`config.mk`:
```
export PLATFORM = sky130hd
export DESIGN_NAME = thirty_two_bit_adder_pipe
export DESIGN_NICKNAME = d
export VERILOG_FILES = /design/src/rtl/thirty_two_bit_adder_pipe.sv
export SDC_FILE = /design/constraint.sdc
export NUM_CORES = 1
export LEC_CHECK = 0
export CORE_MARGIN = 10
export CORE_UTILIZATION = 47
export DETAILED_ROUTE_END_ITERATION = 7
export GPL_TIMING_DRIVEN = 0
export PLACE_DENSITY = 0.87
export SLEW_MARGIN = 20
export SYNTH_ARGS = -nofsm -noshare
export SYNTH_HDL_FRONTEND = slang
export SYNTH_SLANG_ARGS = --single-unit
```
`constraint.sdc`:
```
create_clock -name vclk -period 7.4
set_input_delay 1.48 -clock vclk [all_inputs]
set_output_delay 1.48 -clock vclk [all_outputs]
set_load 0.005 [all_outputs]
```
`src/rtl/thirty_two_bit_adder_pipe.sv`:
```
// 32-bit two's-complement adder: four 8-bit CLA blocks under a second-level lookahead unit.
// ADDER_OUTPUT_REG_EN selects registered outputs (1-cycle latency); undefined gives a purely combinational adder.
module thirty_two_bit_adder_pipe (
  output logic        overflow,
  output logic [31:0] S,
  input  logic [31:0] A,
  input  logic [31:0] B,
  input  logic        Cin,
  input  logic        clock,
  input  logic        reset_n
);

  // Carries c0..c7 of one 8-bit block, each expanded as a full sum of products (no ripple).
  function automatic logic [7:0] f_carries(input logic [7:0] g, input logic [7:0] p, input logic cin);
    logic [7:0] c;
    logic       term;
    c    = '0;
    c[0] = cin;
    for (int k = 1; k < 8; k++) begin
      term = cin;
      for (int j = 0; j < k; j++) term = term & p[j];
      c[k] = term;
      for (int j = 0; j < k; j++) begin
        term = g[j];
        for (int m = j + 1; m < k; m++) term = term & p[m];
        c[k] = c[k] | term;
      end
    end
    return c;
  endfunction

  function automatic logic f_blk_gen(input logic [7:0] g, input logic [7:0] p);
    logic gen;
    logic term;
    gen = 1'b0;
    for (int j = 0; j < 8; j++) begin
      term = g[j];
      for (int m = j + 1; m < 8; m++) term = term & p[m];
      gen = gen | term;
    end
    return gen;
  endfunction

  logic [31:0] w_g;
  logic [31:0] w_p;
  logic [31:0] w_carry;
  logic [3:0]  w_blk_g;
  logic [3:0]  w_blk_p;
  logic [3:0]  w_blk_cin;
  logic        w_c32;
  logic [31:0] w_sum;
  logic        w_ovf;

  assign w_g = A & B;
  assign w_p = A | B;

  genvar gi;
  generate
    for (gi = 0; gi < 4; gi++) begin : g_cla8
      assign w_blk_g[gi]          = f_blk_gen(w_g[gi*8 +: 8], w_p[gi*8 +: 8]);
      assign w_blk_p[gi]          = &w_p[gi*8 +: 8];
      assign w_carry[gi*8 +: 8]   = f_carries(w_g[gi*8 +: 8], w_p[gi*8 +: 8], w_blk_cin[gi]);
    end
  endgenerate

  // Second level: every block carry-in comes straight from block G/P and Cin.
  assign w_blk_cin[0] = Cin;
  assign w_blk_cin[1] = w_blk_g[0] | (w_blk_p[0] & Cin);
  assign w_blk_cin[2] = w_blk_g[1] | (w_blk_p[1] & w_blk_g[0]) | (w_blk_p[1] & w_blk_p[0] & Cin);
  assign w_blk_cin[3] = w_blk_g[2] | (w_blk_p[2] & w_blk_g[1]) | (w_blk_p[2] & w_blk_p[1] & w_blk_g[0])
                      | (w_blk_p[2] & w_blk_p[1] & w_blk_p[0] & Cin);
  assign w_c32        = w_blk_g[3] | (w_blk_p[3] & w_blk_g[2]) | (w_blk_p[3] & w_blk_p[2] & w_blk_g[1])
                      | (w_blk_p[3] & w_blk_p[2] & w_blk_p[1] & w_blk_g[0])
                      | (w_blk_p[3] & w_blk_p[2] & w_blk_p[1] & w_blk_p[0] & Cin);

  assign w_sum = A ^ B ^ w_carry;
  assign w_ovf = w_carry[31] ^ w_c32;

`ifdef ADDER_OUTPUT_REG_EN
  logic [31:0] r_s;
  logic        r_ovf;

  always_ff @(posedge clock or negedge reset_n) begin
    if (!reset_n) begin
      r_s   <= 32'h0000_0000;
      r_ovf <= 1'b0;
    end else begin
      r_s   <= w_sum;
      r_ovf <= w_ovf;
    end
  end

  assign S        = r_s;
  assign overflow = r_ovf;
`else
  // clock and reset_n are kept as ports so both builds share one footprint.
  logic w_unused_clk_rst;
  assign w_unused_clk_rst = clock & reset_n;

  assign S        = w_sum;
  assign overflow = w_ovf;
`endif

endmodule

```
# == After elaboration in Yosys (flattened, before gate mapping) ==
# Cells that the tools add are included.
# totals
ff_bits,0
input_bits,67
output_inout_bits,33
word_cells,315
# op_classes
n_bitwise,311
n_reduce_logical,4
# op_table
operator,count
$and A1 B1 Y1,156
$or A1 B1 Y1,150
$xor A32 B32 Y32,2
$and A32 B32 Y32,1
$or A32 B32 Y32,1
$reduce_and A8 Y1,4
$xor A1 B1 Y1,1

# == Logic depth before layout (Yosys ltp) ==
# Gate-level depths: netlist of the first run.
# depth
word_depth,34
depth_mapped,10
ltp_nobuf,10

# == Worst setup path before layout of the first run ==
# Ideal clock, no wire load.
# synth_path
kind,input to output
from,input A[10]
to,output S[25]
t_arrival_ns,3.323
t_required_ns,5.920
slack_ns,2.597
path_stages,9
path_buffers,0
path_cell_list,ha_1 nor2b_1 o21ai_1 a31oi_1 o31ai_1 o21ai_1 a211o_2 fa_1 xor2_1
# synth_between
elab_chain_cells,21
elab_cells_between_ends,38
classes_between,37 x bitwise; 1 x reduce/logical
# synth_lines
element,line,source
start: declaration,6,"input logic [31:0] A,"
$or A32 B32 Y32,55,assign w_p = A | B;
$and A1 B1 Y1 (6 in a row),38,for (int m = j + 1; m < 8; m++) term = term & p[m];
$or A1 B1 Y1 (7 in a row),39,gen = gen | term;
$and A1 B1 Y1,70,assign w_blk_cin[3] = w_blk_g[2] | (w_blk_p[2] & w_blk_g[1]) | (w_blk_p[2] & w_blk_p[1] & w_blk_g[0])
$or A1 B1 Y1 (2 in a row),70,
$or A1 B1 Y1 (*),71,| (w_blk_p[2] & w_blk_p[1] & w_blk_p[0] & Cin);
$and A1 B1 Y1 (*),21,for (int j = 0; j < k; j++) term = term & p[j];
$or A1 B1 Y1 (*),26,c[k] = c[k] | term;
$xor A32 B32 Y32 (*),76,assign w_sum = A ^ B ^ w_carry;
end: declaration,5,"output logic [31:0] S,"
# Every way passes the cells marked *; elsewhere a longest branch is shown, timed or not.

# == Final worst setup path of the first run ==
# layout_path
from,input A[0]
to,output overflow
# layout_between
elab_chain_cells,33
elab_cells_between_ends,42
classes_between,41 x bitwise; 1 x reduce/logical
# layout_lines
element,line,source
$and A32 B32 Y32,54,assign w_g = A & B;
$and A1 B1 Y1 (7 in a row),38,
$or A1 B1 Y1 (7 in a row),39,
$and A1 B1 Y1,70,
$or A1 B1 Y1,70,
$or A1 B1 Y1,71,
$and A1 B1 Y1 (7 in a row),21,
$or A1 B1 Y1 (7 in a row),26,
$xor A1 B1 Y1 (*),77,assign w_ovf = w_carry[31] ^ w_c32;
end: declaration,4,"output logic overflow,"
# Marked as above.

==> results.md, run 1 <==
* Status: finished clean
* Crit path max-delay cell type: clkdlybuf4s50_1
* Total congestion overflow at 0
* Core box area at 0.004384 mm^2
* Post-CTS Hold Buffers at 0
* P&R area growth vs syn at 48.66%
* Final Slew Violations at 0
* Worst Hold End: S[5]
* FMAX at 165.5 MHz
* DPL Wire Length at 5199 um
* Seq cells at 0
* Total power at 0.2581 mW
* Crit path required time at 5.92 ns
* Final wirelength at 5562 um
* Die ar. at 0.007678 mm^2
* GRT Util Overall at 13.94%
* Worst VDD drop at 0.00004872 V
* Crit Path Class: input port to primary output
* Remaining DRCs at 0
* Drt initial violations at 23
* Sequential standard cell area at 0 um^2
* Crit path DAT at 4.56 ns
* Hold path startpoint: B[5]
* Warnings, synthesis at 0
* I/O Buffers at 98
* Final layout net count at 518
* Share of Yosys cell area claimed by the top area cell type at 37.25%
* Worst setup SP type: input port
* Hold Vio Cnt, Final at 0
* Top post-synthesis cells by area: ha_1, inv_1, xor2_1
* Worst path bufs/invs at 3
* Count leader, synth: inv_1
* ANT cells at 0
* RD Place Congestion at 0.8285
* Post-CTS Setup Inserts at 0
* Top Family by Delay on Critical Path: buffers and inverters
* CP max FO at 4
* Final period utilization at 81.67%
* Routed Antenna Nets at 0
* WL/cell at 12.85 um
* DRT Pass-1 Iters at 4
* Largest net degree at the start of global routing at 7
* Syn Inst Count at 283
* Netlist cell types at 47
* First-pass GRT wire length at 9411 um
* Initial Util at 49.03%
* Worst-margin pin slew at 0.4666 ns
* IO Count at 100
* Chip width at 87.63 um
* DR vias at 2158
* P_leak at 1.637 nW
* Filler cell count at 356
* Max_slew headroom at 68.83%
* Worst setup EP type: primary output
* Post-Route Setup TNS at 0 ns
* Most area-hungry cell type in the Yosys netlist: ha_1
* Die Y at 87.63 um
* Worst path cell trace: clkdlybuf4s50_1, inv_1, ha_1, nand2b_1, nor4b_1, a21o_1, nor2_1, o21ai_1, a31oi_2, o211ai_2, mux2_4, clkdlybuf4s50_1
* Final core utilization at 72.89%
* Cell area after technology mapping at 0.002150 mm^2
* Cts repair resizes at 0
* Register area share after synthesis at 0%
* Synthesized area per cell at 7.596 um^2
* Hold path depth at 5
* CP max stage delay at 0.54 ns
* Number of max-cap violations at 0
* Min-delay worst type: input port to primary output
* Layout cells sized above 1 at 4.462%
* Tmin final at 6.043 ns
* Minimum hold slack at 4.070 ns
* Commonest cells in the synthesized netlist: inv_1, ha_1, nor2_1
* Initial antenna violation count at 0
* Crit-path most repeated cell: clkdlybuf4s50_1
* Number of global-route vias before repair at 2223
* Power Dens Cells at 80.76 mW/mm^2
* Site Rows at 24
* Layout clock buffers at 0
* # setup viols final at 0
* Syn_nets at 418
* Vias per cell at 4.984
* RSZ-0062 raised after global routing: false
==> area by class of cell <==
| cell class | instances | area [um^2] | area share (%) |
|---|---|---|---|
| tap | 52 | 65.06 | 2.036 |
| multi-input combinational | 201 | 1842 | 57.64 |
| timing repair buffer | 98 | 980.9 | 30.70 |
| inverter | 82 | 307.8 | 9.632 |
==> worst max path at each step <==
stage	depth (start not counted)	start	slack (ns)	end
finish	12	A[0]	1.36	overflow
floorplan	9	A[10]	2.60	S[25]
global placement	12	A[0]	1.40	overflow
detailed placement	12	A[0]	1.35	overflow
global route	12	A[0]	1.08	overflow
CTS	12	A[0]	1.34	overflow
==> cell usage in the layout, fill, tap and decap left out, drive strengths merged, types with 6 or more instances in the layout <==
master and instances:
nand2 6, nor3 7, nor2b 6, o21ai 7, a21oi 11, nor2 19
clkdlybuf4s50 98, xor2 13, inv 82, o21bai 6, xnor2 12, ha 64
==> tightest hold or removal path, stage by stage <==
cell and delay (ns):
clkdlybuf4s50_1 0.42, inv_1 0.06, ha_1 0.13, xor2_1 0.06, clkdlybuf4s50_1 0.44
==> metal layers <==
| layer | vias to the layer above | share of wire (%) | GRT usage [%] | wire length [um] |
|---|---|---|---|---|
| li1 | 1115 | - | - | - |
| met3 | 2 | 7.6 | 3.900 | 422 |
| met1 | 981 | 39 | 14.76 | 2187 |
| met2 | 60 | 53 | 27.51 | 2927 |
| met4 | 0 | 0.45 | 0.7246 | 25 |
| met5 | - | 0 | 0 | 0 |
==> kinds of logic (layout without fill, tap and decap cells) <==
family | Yosys count | count (layout) | share of synthesized area [%]
xor+xnor | 25 | 25 | 10.19
fa+ha+maj | 68 | 68 | 40.98
mux | 2 | 2 | 1.164
simple gates | 55 | 55 | 13.62
buf+inv | 82 | 180 | 14.32
compound gates | 51 | 51 | 19.73
==> report_power, final <==
| group | internal (mW) | switching [mW] | total [mW] |
|---|---|---|---|
| clock | 0 | 0 | 0 |
| combinational | 0.155 | 0.103 | 0.258 |
| sequential | 0 | 0 | 0 |
| total | 0.155 | 0.103 | 0.258 |
==> through the flow <==
step / setup WS (ns) / cells / cell area (um^2)
after floorplan: 2.597 / 283 / 2150
after global placement: 1.396 / 433 / 3196
after detailed placement: 1.355 / 433 / 3196
after CTS: 1.343 / 433 / 3196
after global routing: 1.077 / 433 / 3196
final: 1.357 / 433 / 3196
(Power assumes the default switching activity.)
==> run 2: changes to the inputs <==
Settings changed: CORE_UTILIZATION 47 to 40, PLACE_DENSITY 0.87 to 0.78.
Clock period 7.4 ns to 4.9 ns, I/O delays scaled along.
==> run 2 against run 1 <==
  * Non-clock buffer count rose by 5
  * Flip-flop and latch count did not move
  * Core utilization fell by 7.8 points
  * First-iteration DRC count rose by 39%
  * Critical path type unchanged
  * Largest cell class unchanged
  * Combinational power rose by 55%
  * Highest routed layer is now met3
  * Wire length rose by 2.7%
  * Sequential share of layout area did not move
  * Critical endpoint is now S[27]
==> results.md, run 2 (synthesized netlist as in run 1, its figures left out) <==
* DR vias at 2139
* Final wirelength at 5710 um
* Final core utilization at 65.05%
* Commonest non-fill, non-tap cell in the layout: clkdlybuf4s50_1
* Max_slew headroom at 68.43%
* Worst setup SP type: input port
* # setup viols final at 0
* Number of global-route vias before repair at 2137
* Die ar. at 0.008706 mm^2
* GRT Util Overall at 12.24%
* Final cell count without fillers at 456
* Worst VDD drop at 0.00005441 V
* IO Count at 100
* P_leak at 1.781 nW
* Largest net degree at the start of global routing at 7
* Site Rows at 26
* DPL Wire Length at 5220 um
* Commonest non-fill, non-tap cells in the layout: clkdlybuf4s50_1, inv_1, ha_1
* Final layout net count at 523
* Design Area, Final at 0.003364 mm^2
* Post-Route Setup TNS at 0 ns
* First-pass GRT wire length at 9432 um
* Hold Vio Cnt, Final at 0
* FMAX at 207.3 MHz
* Final period utilization at 98.44%
* RD Place Congestion at 0.7613
* Initial antenna violation count at 0
* Power Dens Cells at 118.8 mW/mm^2
* Post-route worst setup slack at 0.07627 ns
* Tmin final at 4.824 ns
* Crit path DAT at 3.84 ns
* Top Family by Delay on Critical Path: buffers and inverters
* Crit path required time at 3.92 ns
* Placement Cell Area at 0.003218 mm^2
* Layout cells sized above 1 at 9.326%
* Die Y at 93.31 um
* Final Slew Violations at 0
* Placed cell count at 451
* Number of max-cap violations at 0
* Crit Path Class: input port to primary output
* Total congestion overflow at 0
* Remaining DRCs at 0
* Routed Antenna Nets at 0
* CP max stage delay at 0.53 ns
* Min-delay worst type: input port to primary output
* RSZ-0062 raised after global routing: true
* Crit-path most repeated cell: inv_1
* Layout clock buffers at 0
* Worst path cell trace: clkdlybuf4s50_1, inv_1, ha_2, inv_1, a21oi_4, a41oi_2, a211oi_2, buf_4, inv_1, a31o_2, a21oi_1, xnor2_1, clkdlybuf4s50_1
* ANT cells at 0
* Worst setup EP type: primary output
* Initial Util at 41.56%
* WL/cell at 12.52 um
* Minimum hold slack at 2.781 ns
* Seq cells at 0
* Chip width at 93.31 um
* P&R area growth vs syn at 56.52%
* CP max FO at 5
* Total power at 0.3996 mW
* DRT Pass-1 Iters at 4
* Sequential standard cell area at 0 um^2
* Crit path max-delay cell type: clkdlybuf4s50_1
* Post-CTS Hold Buffers at 0
* Status: finished clean
* Place WS at -0.1142 ns
* Worst-margin pin slew at 0.4725 ns
* Vias per cell at 4.691
* Drt initial violations at 32
* I/O Buffers at 98
* Core box area at 0.005172 mm^2
* Worst path bufs/invs at 6
## run 2: changes by cell type in the layout (fill, tap and decap cells not counted), moves of 2 or more
cell and delta:
clkdlybuf4s50_1 -13, dlymetal6s2s_1 +11, o21ai_1 -2, dlygate4sd2_1 +2, ha_1 -4, ha_2 +3
o21ai_2 +2, buf_4 +5
## run 2: timing repair
| item | in CTS | in global routing |
|---|---|---|
| setup buffers | 0 | 5 |
| hold endpoints to repair | 0 | 0 |
| pin swaps | 3 | 10 |
| resized for setup | 6 | 24 |
| endpoints found under the setup margin | 10 | 11 |
## run 2: worst paths after layout
path,slack [ns],from,cells past startpoint,endpoint
worst max-delay path,0.08,A[21],13,S[27]
worst min-delay path,2.78,B[14],5,S[14]
## run 2: layer usage
| layer | global-route usage, % | share of wire (%) |
|---|---|---|
| met5 | 0 | 0 |
| met4 | 0 | 0 |
| met3 | 2.958 | 9.2 |
| met2 | 23.96 | 51 |
| met1 | 13.61 | 40 |
## run 2: area by class of cell
cell class | instances | area (um^2)
fill | 456 | 1808
inverter | 82 | 307.8
multi-input combinational | 201 | 1926
tap | 70 | 87.58
timing repair buffer | 103 | 1044
## run 2: where the power goes
part,switching (mW),internal [mW]
Clock,0,0
Combinational,0.161,0.239
Sequential,0,0
